[src/rtl/dispatch_ctrl_pkg.sv]
// Shared definitions for the dispatch controller: FSM encoding, RS ids, width.
package dispatch_pkg;

  localparam int DISP_W = 4;

  localparam logic RS_ID_ALU = 1'b0;
  localparam logic RS_ID_LSU = 1'b1;

  typedef enum logic [1:0] {
    ST_RUN     = 2'd0,
    ST_RECOVER = 2'd1,
    ST_HALT    = 2'd2
  } state_t;

endpackage

[src/rtl/dispatch_ctrl_if.sv]
// Bundle of decode-side inputs and dispatch-side outputs of the dispatch controller.
interface dispatch_ctrl_if #(
  parameter int CW = 4
);
  import dispatch_pkg::*;

  logic              flush_i;
  logic [DISP_W-1:0] inst_vld_i;
  logic [DISP_W-1:0] inst_rs_id_i;
  logic [DISP_W-1:0] inst_illegal_i;
  logic              ren_rdy_i;
  logic [2:0]        rs0_rel_cnt_i;
  logic [2:0]        rs1_rel_cnt_i;

  logic [DISP_W-1:0] dispatch_vld_o;
  logic [2:0]        rm_cnt_o;
  logic [CW-1:0]     rs0_credit_o;
  logic [CW-1:0]     rs1_credit_o;
  logic              stall_o;
  logic              exc_o;
  logic [1:0]        state_o;

  // Decode/buffer side drives the instruction view and reads dispatch results.
  modport master (
    output flush_i, inst_vld_i, inst_rs_id_i, inst_illegal_i, ren_rdy_i,
           rs0_rel_cnt_i, rs1_rel_cnt_i,
    input  dispatch_vld_o, rm_cnt_o, rs0_credit_o, rs1_credit_o, stall_o,
           exc_o, state_o
  );

  // The dispatch controller itself.
  modport slave (
    input  flush_i, inst_vld_i, inst_rs_id_i, inst_illegal_i, ren_rdy_i,
           rs0_rel_cnt_i, rs1_rel_cnt_i,
    output dispatch_vld_o, rm_cnt_o, rs0_credit_o, rs1_credit_o, stall_o,
           exc_o, state_o
  );

endinterface

[src/rtl/dispatch_ctrl_rs_credit_cnt.sv]
// Saturating free-entry counter for one reservation station.
module rs_credit_cnt #(
  parameter int DEPTH = 8,
  parameter int CW    = 4
) (
  input  logic          clock,
  input  logic          reset,
  input  logic          flush,
  input  logic [2:0]    disp_cnt,
  input  logic [2:0]    rel_cnt,
  output logic [CW-1:0] credit
);

  localparam int SW = CW + 4;

  logic signed [SW-1:0] sum;

  // Unsaturated next credit, signed so underflow is visible.
  always_comb begin
    sum = $signed(SW'(credit)) - $signed(SW'(disp_cnt)) + $signed(SW'(rel_cnt));
  end

  // Reload on flush (the RS empties alongside us), otherwise clamp into 0..DEPTH.
  always_ff @(posedge clock or posedge reset) begin
    if (reset) begin
      credit <= CW'(DEPTH);
    end else if (flush) begin
      credit <= CW'(DEPTH);
    end else if (sum > $signed(SW'(DEPTH))) begin
      credit <= CW'(DEPTH);
    end else if (sum < 0) begin
      credit <= '0;
    end else begin
      credit <= sum[CW-1:0];
    end
  end

  credit_range_a : assert property (@(posedge clock) disable iff (reset)
    !flush |-> (sum >= 0 && sum <= $signed(SW'(DEPTH))));

endmodule

[src/rtl/dispatch_ctrl.sv]
// In-order 4-wide dispatch controller feeding two reservation stations.
module dispatch_ctrl
  import dispatch_pkg::*;
#(
  parameter int RS0_DEPTH   = 8,
  parameter int RS1_DEPTH   = 8,
  parameter int RECOVER_CYC = 2
) (
  input logic           clock,
  input logic           reset,
  dispatch_ctrl_if.slave bus
);

  localparam int CW  = $clog2(((RS0_DEPTH > RS1_DEPTH) ? RS0_DEPTH : RS1_DEPTH) + 1);
  localparam int RCW = (RECOVER_CYC > 1) ? $clog2(RECOVER_CYC) : 1;

  state_t            state, state_next;
  logic [RCW-1:0]    rcnt, rcnt_next;
  logic [DISP_W-1:0] disp;
  logic [2:0]        used0, used1;
  logic              halt_hit, blocked, credit_ok;
  logic [CW-1:0]     credit0, credit1;

  // Walk the slots oldest-first; the first slot that cannot leave blocks all younger ones.
  always_comb begin
    disp      = '0;
    used0     = '0;
    used1     = '0;
    halt_hit  = 1'b0;
    blocked   = 1'b0;
    credit_ok = 1'b0;
    for (int k = 0; k < DISP_W; k++) begin
      if (state == ST_RUN && !bus.flush_i && !blocked) begin
        if (bus.inst_rs_id_i[k] == RS_ID_ALU) begin
          credit_ok = ({{CW{1'b0}}, used0} < {3'b000, credit0});
        end else begin
          credit_ok = ({{CW{1'b0}}, used1} < {3'b000, credit1});
        end
        if (bus.inst_vld_i[k] && bus.inst_illegal_i[k]) begin
          halt_hit = 1'b1;
          blocked  = 1'b1;
        end else if (bus.ren_rdy_i && bus.inst_vld_i[k] && credit_ok) begin
          disp[k] = 1'b1;
          if (bus.inst_rs_id_i[k] == RS_ID_ALU) begin
            used0 = used0 + 3'd1;
          end else begin
            used1 = used1 + 3'd1;
          end
        end else begin
          blocked = 1'b1;
        end
      end
    end
  end

  // State and recovery counter registers.
  always_ff @(posedge clock or posedge reset) begin
    if (reset) begin
      state <= ST_RECOVER;
      rcnt  <= RCW'(RECOVER_CYC - 1);
    end else begin
      state <= state_next;
      rcnt  <= rcnt_next;
    end
  end

  // Flush overrides everything; RECOVER counts down, HALT waits for a flush.
  always_comb begin
    state_next = state;
    rcnt_next  = rcnt;
    if (bus.flush_i) begin
      state_next = ST_RECOVER;
      rcnt_next  = RCW'(RECOVER_CYC - 1);
    end else begin
      case (state)
        ST_RUN: begin
          if (halt_hit) state_next = ST_HALT;
        end
        ST_RECOVER: begin
          if (rcnt == '0) state_next = ST_RUN;
          else            rcnt_next  = rcnt - 1'b1;
        end
        ST_HALT: state_next = ST_HALT;
        default: state_next = ST_RECOVER;
      endcase
    end
  end

  // Outputs derived from the dispatch decision and the current state.
  always_comb begin
    bus.dispatch_vld_o = disp;
    bus.rm_cnt_o       = used0 + used1;
    bus.stall_o        = (state == ST_RUN) && bus.inst_vld_i[0] && !disp[0];
    bus.exc_o          = (state == ST_HALT);
    bus.state_o        = state;
    bus.rs0_credit_o   = credit0;
    bus.rs1_credit_o   = credit1;
  end

  rs_credit_cnt #(.DEPTH(RS0_DEPTH), .CW(CW)) u_rs0_credit (
    .clock    (clock),
    .reset    (reset),
    .flush    (bus.flush_i),
    .disp_cnt (used0),
    .rel_cnt  (bus.rs0_rel_cnt_i),
    .credit   (credit0)
  );

  rs_credit_cnt #(.DEPTH(RS1_DEPTH), .CW(CW)) u_rs1_credit (
    .clock    (clock),
    .reset    (reset),
    .flush    (bus.flush_i),
    .disp_cnt (used1),
    .rel_cnt  (bus.rs1_rel_cnt_i),
    .credit   (credit1)
  );

  vld_prefix_a : assert property (@(posedge clock) disable iff (reset)
    (bus.inst_vld_i & 4'(bus.inst_vld_i + 4'd1)) == 4'd0);

endmodule

[src/flat_wrapper.sv]
// flat-port wrapper written by rule: the top's interface ports become plain ports
module dispatch_ctrl_flat import dispatch_pkg::*;
#(
  parameter int RS0_DEPTH   = 8,
  parameter int RS1_DEPTH   = 8,
  parameter int RECOVER_CYC = 2
)
  (clock, reset, bus_flush_i, bus_inst_vld_i, bus_inst_rs_id_i, bus_inst_illegal_i, bus_ren_rdy_i, bus_rs0_rel_cnt_i, bus_rs1_rel_cnt_i, bus_dispatch_vld_o, bus_rm_cnt_o, bus_rs0_credit_o, bus_rs1_credit_o, bus_stall_o, bus_exc_o, bus_state_o);
  dispatch_ctrl_if #(.CW(4)) bus_i ();
  input logic clock;
  input logic reset;
  input wire logic [$bits(bus_i.flush_i)-1:0] bus_flush_i;
  input wire logic [$bits(bus_i.inst_vld_i)-1:0] bus_inst_vld_i;
  input wire logic [$bits(bus_i.inst_rs_id_i)-1:0] bus_inst_rs_id_i;
  input wire logic [$bits(bus_i.inst_illegal_i)-1:0] bus_inst_illegal_i;
  input wire logic [$bits(bus_i.ren_rdy_i)-1:0] bus_ren_rdy_i;
  input wire logic [$bits(bus_i.rs0_rel_cnt_i)-1:0] bus_rs0_rel_cnt_i;
  input wire logic [$bits(bus_i.rs1_rel_cnt_i)-1:0] bus_rs1_rel_cnt_i;
  output wire logic [$bits(bus_i.dispatch_vld_o)-1:0] bus_dispatch_vld_o;
  output wire logic [$bits(bus_i.rm_cnt_o)-1:0] bus_rm_cnt_o;
  output wire logic [$bits(bus_i.rs0_credit_o)-1:0] bus_rs0_credit_o;
  output wire logic [$bits(bus_i.rs1_credit_o)-1:0] bus_rs1_credit_o;
  output wire logic [$bits(bus_i.stall_o)-1:0] bus_stall_o;
  output wire logic [$bits(bus_i.exc_o)-1:0] bus_exc_o;
  output wire logic [$bits(bus_i.state_o)-1:0] bus_state_o;
  assign bus_i.flush_i = bus_flush_i;
  assign bus_i.inst_vld_i = bus_inst_vld_i;
  assign bus_i.inst_rs_id_i = bus_inst_rs_id_i;
  assign bus_i.inst_illegal_i = bus_inst_illegal_i;
  assign bus_i.ren_rdy_i = bus_ren_rdy_i;
  assign bus_i.rs0_rel_cnt_i = bus_rs0_rel_cnt_i;
  assign bus_i.rs1_rel_cnt_i = bus_rs1_rel_cnt_i;
  assign bus_dispatch_vld_o = bus_i.dispatch_vld_o;
  assign bus_rm_cnt_o = bus_i.rm_cnt_o;
  assign bus_rs0_credit_o = bus_i.rs0_credit_o;
  assign bus_rs1_credit_o = bus_i.rs1_credit_o;
  assign bus_stall_o = bus_i.stall_o;
  assign bus_exc_o = bus_i.exc_o;
  assign bus_state_o = bus_i.state_o;
  dispatch_ctrl #(.RS0_DEPTH(RS0_DEPTH), .RS1_DEPTH(RS1_DEPTH), .RECOVER_CYC(RECOVER_CYC)) u_core (.clock(clock), .reset(reset), .bus(bus_i));
endmodule
[config.mk]
export PLATFORM = sky130hd
export DESIGN_NAME = dispatch_ctrl_flat
export DESIGN_NICKNAME = d
export VERILOG_FILES = /design/src/rtl/dispatch_ctrl_pkg.sv /design/src/rtl/dispatch_ctrl_if.sv /design/src/rtl/dispatch_ctrl_rs_credit_cnt.sv /design/src/rtl/dispatch_ctrl.sv /design/src/flat_wrapper.sv
export SDC_FILE = /design/constraint.sdc
export NUM_CORES = 1
export LEC_CHECK = 0
export BUFFER_PORTS_ARGS = -buffer_cell sky130_fd_sc_hd__buf_2
export CAP_MARGIN = 30
export CORE_ASPECT_RATIO = 2
export CORE_MARGIN = 2
export CORE_UTILIZATION = 57
export CTS_BUF_LIST = sky130_fd_sc_hd__clkbuf_2
export DETAILED_ROUTE_END_ITERATION = 7
export PLACE_DENSITY = 0.83
export SLEW_MARGIN = 40
export SYNTH_ARGS = -nofsm -noshare
export SYNTH_HDL_FRONTEND = slang
export SYNTH_SLANG_ARGS = --single-unit
[constraint.sdc]
create_clock -name clock -period 7.2 [get_ports clock]
set_clock_uncertainty 0.1 [all_clocks]
set_input_delay 1.08 -clock clock [delete_from_list [all_inputs] [get_ports clock]]
set_output_delay 1.08 -clock clock [all_outputs]
set_load 0.03 [all_outputs]
# Yosys cells after proc, flatten, opt, wreduce, memory -nomap -nowiden
# Cells that the tools add are included.
[op_classes] n_addsub=12 mul=0 n_div=0 magnitude_cmp=12 n_eq_ne=4 shifts=0 mux=82 bitwise=0 reduce_logical=26
[ops] op="3-bit 2-to-1 mux" count=30
[ops] op="1-bit 2-to-1 mux" count=42
[ops] op="3-bit by 4-bit less-than comparator with 1-bit output" count=6
[ops] op="4-bit 2-to-1 mux" count=6
[ops] op="3-bit by 1-bit adder with 3-bit output, second input constant" count=6
[ops] op="1-bit logical AND" count=18
[ops] op="5-bit by 4-bit adder with 6-bit output" count=2
[ops] op="6-bit by 5-bit > comparator with 1-bit output, second input constant" count=2
[ops] op="6-bit by 1-bit less-than comparator with 1-bit output, second input constant" count=2
[ops] op="4-bit by 3-bit subtractor with 5-bit output" count=2
[ops] op="1-bit by 4-bit less-than comparator with 1-bit output, first input constant" count=2
[ops] op="2-bit 2-to-1 mux" count=3
[ops] op="2-bit case mux with 3 select lines" count=1
[ops] op="1-bit zero test" count=5
[ops] op="3-bit adder" count=1
[ops] op="3-bit by 2-bit inequality test with 1-bit output, second input constant" count=1
[ops] op="3-bit inequality test, second input constant" count=1
[ops] op="2-bit by 1-bit equality test with 1-bit output, second input constant" count=1
[ops] op="2-bit equality test, second input constant" count=1
[ops] op="2-bit zero test" count=1
[ops] op="2-bit AND reduction" count=1
[ops] op="2-bit nonzero test" count=1
[ops] op="1-bit subtractor, second input constant" count=1
[word_totals] register_bits=11 latchBits=0 ram_bits=0 romBits=0 in_bits=22 out_inout_bits=19 wordCells=140 memories=0

# Longest topological paths before layout
[depth] ltp_word=34 mapped_depth=33

# Cells and area by module
# Synthesis repeated with hierarchy kept, for this count alone.
[hier_totals] hier_cells=241 hier_area_um2=2138.3
[by_module_without_submodules] module="dispatch_ctrl" instances=1 cells_per_inst=141 area_per_inst_um2=1182.4
[by_module_without_submodules] module="rs_credit_cnt" instances=2 cells_per_inst=50 area_per_inst_um2=478.0

# Worst setup path after synthesis
# OpenSTA, ideal clock, no wires.
[synth_path] path_kind="input port to output port" start="input port bus_flush_i" end="output port bus_dispatch_vld_o[3]" arrival_ns=6.653 path_slack_ns=-0.633 cell_stages=20 path_buffers=1 path_cell_list="buf_2 nor3_1 and4b_1 o211ai_2 inv_2 nand2_2 inv_1 nand2_1 inv_1 ha_1 or2_2 a31o_2 a31o_2 nor3_1 nand3_1 inv_1 ha_1 o211ai_1 a21oi_1 a2111oi_0"
[synth_via] elab_chain_cells=24 word_cells_on_any_way=55
[synth_rtl] item="from (decl)" line_no="flat_wrapper.sv:12" rtl="input wire logic [$bits(bus_i.flush_i)-1:0] bus_flush_i;"
[synth_rtl] item="1-bit zero test *" line_no="dispatch_ctrl.sv:33" rtl="if (state == ST_RUN && !bus.flush_i && !blocked) begin"
[synth_rtl] item="1-bit logical AND *" line_no="dispatch_ctrl.sv:33"
[synth_rtl] item="3-bit 2-to-1 mux" line_no="dispatch_ctrl.sv:33"
[synth_rtl] item="3-bit by 4-bit less-than comparator with 1-bit output, on equally long branches" line_no="dispatch_ctrl.sv:35, dispatch_ctrl.sv:37"
[synth_rtl] item="1-bit 2-to-1 mux" line_no="dispatch_ctrl.sv:34" rtl="if (bus.inst_rs_id_i[k] == RS_ID_ALU) begin"
[synth_rtl] item="1-bit 2-to-1 mux" line_no="dispatch_ctrl.sv:33"
[synth_rtl] item="1-bit logical AND" line_no="dispatch_ctrl.sv:42" rtl="end else if (bus.ren_rdy_i && bus.inst_vld_i[k] && credit_ok) begin"
[synth_rtl] item="3-bit 2-to-1 mux" line_no="dispatch_ctrl.sv:42"
[synth_rtl] item="[... 8 more ...]"
[synth_rtl] item="3-bit 2-to-1 mux" line_no="dispatch_ctrl.sv:33"
[synth_rtl] item="3-bit by 4-bit less-than comparator with 1-bit output, on equally long branches" line_no="dispatch_ctrl.sv:35, dispatch_ctrl.sv:37"
[synth_rtl] item="1-bit 2-to-1 mux" line_no="dispatch_ctrl.sv:34"
[synth_rtl] item="1-bit 2-to-1 mux" line_no="dispatch_ctrl.sv:33"
[synth_rtl] item="1-bit logical AND" line_no="dispatch_ctrl.sv:42"
[synth_rtl] item="1-bit 2-to-1 mux" line_no="dispatch_ctrl.sv:42"
[synth_rtl] item="1-bit 2-to-1 mux" line_no="dispatch_ctrl.sv:39" rtl="if (bus.inst_vld_i[k] && bus.inst_illegal_i[k]) begin"
[synth_rtl] item="1-bit 2-to-1 mux *" line_no="dispatch_ctrl.sv:33"
[synth_rtl] item="to (decl)" line_no="flat_wrapper.sv:19" rtl="output wire logic [$bits(bus_i.dispatch_vld_o)-1:0] bus_dispatch_vld_o;"
# Mark *: on every way between the ends. The rest lies on a longest branch, timed or not. The select of a mux whose other input is x is not followed.

# Worst setup path after layout
[layout_path] start="input port bus_inst_rs_id_i[1]" end="output port bus_rm_cnt_o[2]"
[layout_via] elab_chain_cells=21 word_cells_on_any_way=52
[layout_rtl] item="from (decl)" line_no="flat_wrapper.sv:14" rtl="input wire logic [$bits(bus_i.inst_rs_id_i)-1:0] bus_inst_rs_id_i;"
[layout_rtl] item="1-bit 2-to-1 mux" line_no="dispatch_ctrl.sv:34"
[layout_rtl] item="1-bit 2-to-1 mux" line_no="dispatch_ctrl.sv:33"
[layout_rtl] item="1-bit logical AND" line_no="dispatch_ctrl.sv:42"
[layout_rtl] item="3-bit 2-to-1 mux" line_no="dispatch_ctrl.sv:42"
[layout_rtl] item="3-bit 2-to-1 mux" line_no="dispatch_ctrl.sv:39"
[layout_rtl] item="3-bit 2-to-1 mux" line_no="dispatch_ctrl.sv:33"
[layout_rtl] item="3-bit by 4-bit less-than comparator with 1-bit output, on equally long branches" line_no="dispatch_ctrl.sv:35, dispatch_ctrl.sv:37"
[layout_rtl] item="1-bit 2-to-1 mux" line_no="dispatch_ctrl.sv:34"
[layout_rtl] item="[... 5 more ...]"
[layout_rtl] item="3-bit by 4-bit less-than comparator with 1-bit output, on equally long branches" line_no="dispatch_ctrl.sv:35, dispatch_ctrl.sv:37"
[layout_rtl] item="1-bit 2-to-1 mux" line_no="dispatch_ctrl.sv:34"
[layout_rtl] item="1-bit 2-to-1 mux" line_no="dispatch_ctrl.sv:33"
[layout_rtl] item="1-bit logical AND" line_no="dispatch_ctrl.sv:42"
[layout_rtl] item="3-bit 2-to-1 mux" line_no="dispatch_ctrl.sv:42"
[layout_rtl] item="3-bit 2-to-1 mux" line_no="dispatch_ctrl.sv:39"
[layout_rtl] item="3-bit 2-to-1 mux" line_no="dispatch_ctrl.sv:33"
[layout_rtl] item="3-bit adder *" line_no="dispatch_ctrl.sv:92" rtl="bus.rm_cnt_o = used0 + used1;"
[layout_rtl] item="to (decl)" line_no="flat_wrapper.sv:20" rtl="output wire logic [$bits(bus_i.rm_cnt_o)-1:0] bus_rm_cnt_o;"
# Marked as above.

==> metrics.md <==
| Metric | Value |
|---|---|
| Worst min-delay path startpoint | u_core.rcnt |
| CTS tree | built |
| Vias/cell | approximately 6.4 |
| HP Class | reg2reg |
| DR vias | roughly 2000 |
| Core Footprint | 3157 um^2 |
| Antenna Cells | 0 |
| Pleak | roughly 1.2 nW |
| Largest net degree at the start of global routing | 12 |
| Yosys top cell area share | 0.1717 |
| Row count | 29 |
| Worst Hold End | u_core.rcnt |
| Share of synthesized flip-flops with an asynchronous set or reset | 1.000 |
| First-pass GRT wire length | between 8 and 9 mm |
| Worst setup path category | in2out |
| Post-layout minimum cycle time | approximately 7000 ps |
| Fraction of layout cells with a size suffix above 1 | 0.3897 |
| Reg-to-Reg Start | u_core.u_rs1_credit.credit[2] |
| Most common cell after layout, fill and taps aside | buf_2 |
| Gpl congestion | between 0.9 and 1 |
| Unique masters post-synth | 62 |
| Crit path capture type | output pin |
| Status | complete, no violations |
| Maxcap violations | 0 |
| Post-Syn Area | approximately 1900 um^2 |
| Slew Limit Fails | 0 |
| Worst flop-to-flop path endpoint | u_core.u_rs0_credit.credit[2] |
| # fillers | around 220 |
| GRT Total Usage | 0.2876 |
| Reg2reg path depth | 31 |
| CTS Buf Count | 3 |
| Worst-Margin Slew | 563.5 ps |
| Syn nets | between 200 and 300 |
| Finish-stage setup viols | 0 |
| Most frequent cells in the layout | buf_2 (39), ha_1 (24), buf_4 (24), inv_1 (22), nand2_1 (15) |
| Vias in the first global route | 2026 |
| Root buffer cell | clkbuf_2 |
| Hpwl dp | around 4.3 mm |
| Drt first pass iters | 4 |
| WL final | 5.464 mm |
| Endpoints failing hold | 0 |
| Area of the die | 3829 um^2 |
| Clk sinks | 11 |
| # port buffers | 40 |
| Initial Util | 0.6001 |
| Yosys warns | 0 |
| Layout area overhead | 29.19% |
| Post-Synthesis Cells | 224 |
| Post-route ant nets | 0 |
| Worst EP arrival | 5830 ps |
| Placed insts | approximately 310 |
| Flop2flop setup slack | around 480 ps |
| WL per Instance | ~17 um |
| Worst vdd ir | between 0.00015 and 0.0002 V |
| Initial antenna violation count | 0 |
| Post-synth top area cell | ha_1 |
| Hold Crit Depth | 1 |
| H-tree levels | 1 |
| Synth area leaders | ha_1 (17%), dfrtp_1 (9.2%), dfstp_2 (5.5%) |
| Max Clock Freq | around 0.14 GHz |
| Syn avg cell area | between 8 and 9 um^2 |
| Pwr Density | 216.9 nW/um^2 |
| GRT overflow | 0 |
| Fin crit share | 0.9739 |
| Die extent in y | 85.53 um |
| CTS Buffer Depth | 2 |
| Ys flop type | dfrtp_1 |
| Post-synth EDFFs | 0 |
| # DRC | 0 |
| Startpoint types | input pin |
| Clock-pin slew on the worst setup and hold paths | 100 ps |
| I/O Pins | slightly above 40 |
| CP max FO | 3 |
| Clk_lat worst skew | about 280 ps |
| DRT iter0 DRCs | between 70 and 80 |
| Rel. slew slack | 0.6209 |
| Nets | approximately 340 |
| Register area share after synthesis | 0.1480 |
| Die W | around 45 um |
| Req. time, crit path | around 6000 ps |
| Number of synthesized register bits | 11 |
| Final non-filler cell total | 321 |
| Setup TNS | 0 ps |
| Total power | 0.5309 mW |
| Unrepaired setup endpoints after global routing | yes |
cell families (layout without fill, tap and decap cells):
logic type,count (synthesis),count (layout),synth area share
simple gates,78,78,0.2292
compound gates,61,61,0.2550
fa+ha+maj,31,31,0.2246
buf+inv,26,92,0.05416
xor+xnor,13,13,0.06738
flops,11,11,0.1480
mux,4,4,0.02180
metrics by stage:
step / hold WS (ps) / setup WS, ps / area, um^2 / util
after floorplan: 390.4 / 63.93 / 1918 / -
after global placement: 398.5 / -8.236 / 2280 / 0.7222
after detailed placement: 401.1 / -171.5 / 2280 / 0.7222
after CTS: 415.8 / 16.85 / 2335 / 0.7396
after global routing: 431.1 / -123.6 / 2447 / 0.7753
final: 417.0 / 187.9 / 2447 / 0.7753
synthesized netlist by cell type, types with 4 or more instances:
| cell | instances |
|---|---|
| fa_1 | 5 |
| and2_1 | 8 |
| dfrtp_1 | 7 |
| o21ai_0 | 6 |
| inv_1 | 23 |
| xor2_1 | 9 |
| ha_1 | 26 |
| nand2_1 | 16 |
| a21oi_1 | 16 |
| dfstp_2 | 4 |
| nor3_1 | 7 |
| nand3_1 | 8 |
| a21o_1 | 5 |
| nor2_1 | 9 |
| a211oi_1 | 5 |
| or3_1 | 5 |
worst max-delay path by stage:
stage,end,slack (ps),cells past startpoint,start
floorplan,u_core.u_rs1_credit.credit[0],60,31,bus_flush_i
global placement,u_core.u_rs0_credit.credit[0],-8,30,bus_inst_rs_id_i[1]
detailed placement,u_core.u_rs0_credit.credit[0],-170,30,bus_flush_i
CTS,bus_rm_cnt_o[2],20,26,bus_flush_i
global route,bus_rm_cnt_o[2],-120,26,bus_flush_i
finish,bus_rm_cnt_o[2],190,26,bus_inst_rs_id_i[1]
cell type report:
type                            instances  area, um^2  share of cell area
Clock buffer                            4       20.02            0.008180
Inverter                               24       96.34             0.03937
Multi-Input combinational cell        187        1625              0.6641
Sequential cell                        11       280.3              0.1145
Tap cell                               31       38.79             0.01585
Timing Repair Buffer                   64       386.6              0.1580
critical path: stages:
cell and delay [ps]:
buf_2 120, or4_4 440, o22ai_4 140, nor3_2 70, nand2_2 100, clkinvlp_4 130
nand2_2 90, inv_1 40, ha_1 260, or2_2 300, and2_4 150, nor3_2 160
nand3_1 130, xor2_1 160, nor2_1 160, ha_1 260, o21ai_2 140, a211oi_2 110
a211oi_2 320, xor2_2 230, ha_2 200, inv_1 40, fa_1 370, xor2_1 170
xnor3_2 280, buf_6 150
metal layers:
metal | vias to the layer above | global-route usage | part of all wire
li1 | 970 | - | -
met1 | 960 | 0.3024 | 0.35
met2 | 90 | 0.5270 | 0.55
met3 | 23 | 0.02526 | 0.054
met4 | 0 | 0.1515 | 0.044
met5 | - | 0 | 0
registers in the layout (all words and copies together), names as in the netlist:
name	count
u_core.rcnt	1
u_core.bus.state_o	2
u_core.u_rs0_credit.credit	4
u_core.u_rs1_credit.credit	4
what timing repair did:
| action | in CTS | in global routing |
|---|---|---|
| setup endpoints to repair | 1 | 8 |
| pin swaps | 3 | 10 |
| setup buffers | 3 | 3 |
| hold buffers | 0 | 0 |
| gates resized for setup | 4 | 23 |
report_power, final:
part           internal (mW)  total [mW]  switching (mW)
logic                  0.155       0.374           0.218
clock network         0.0147      0.0364          0.0217
registers             0.0842       0.121          0.0365
(Power assumes the default switching activity.)
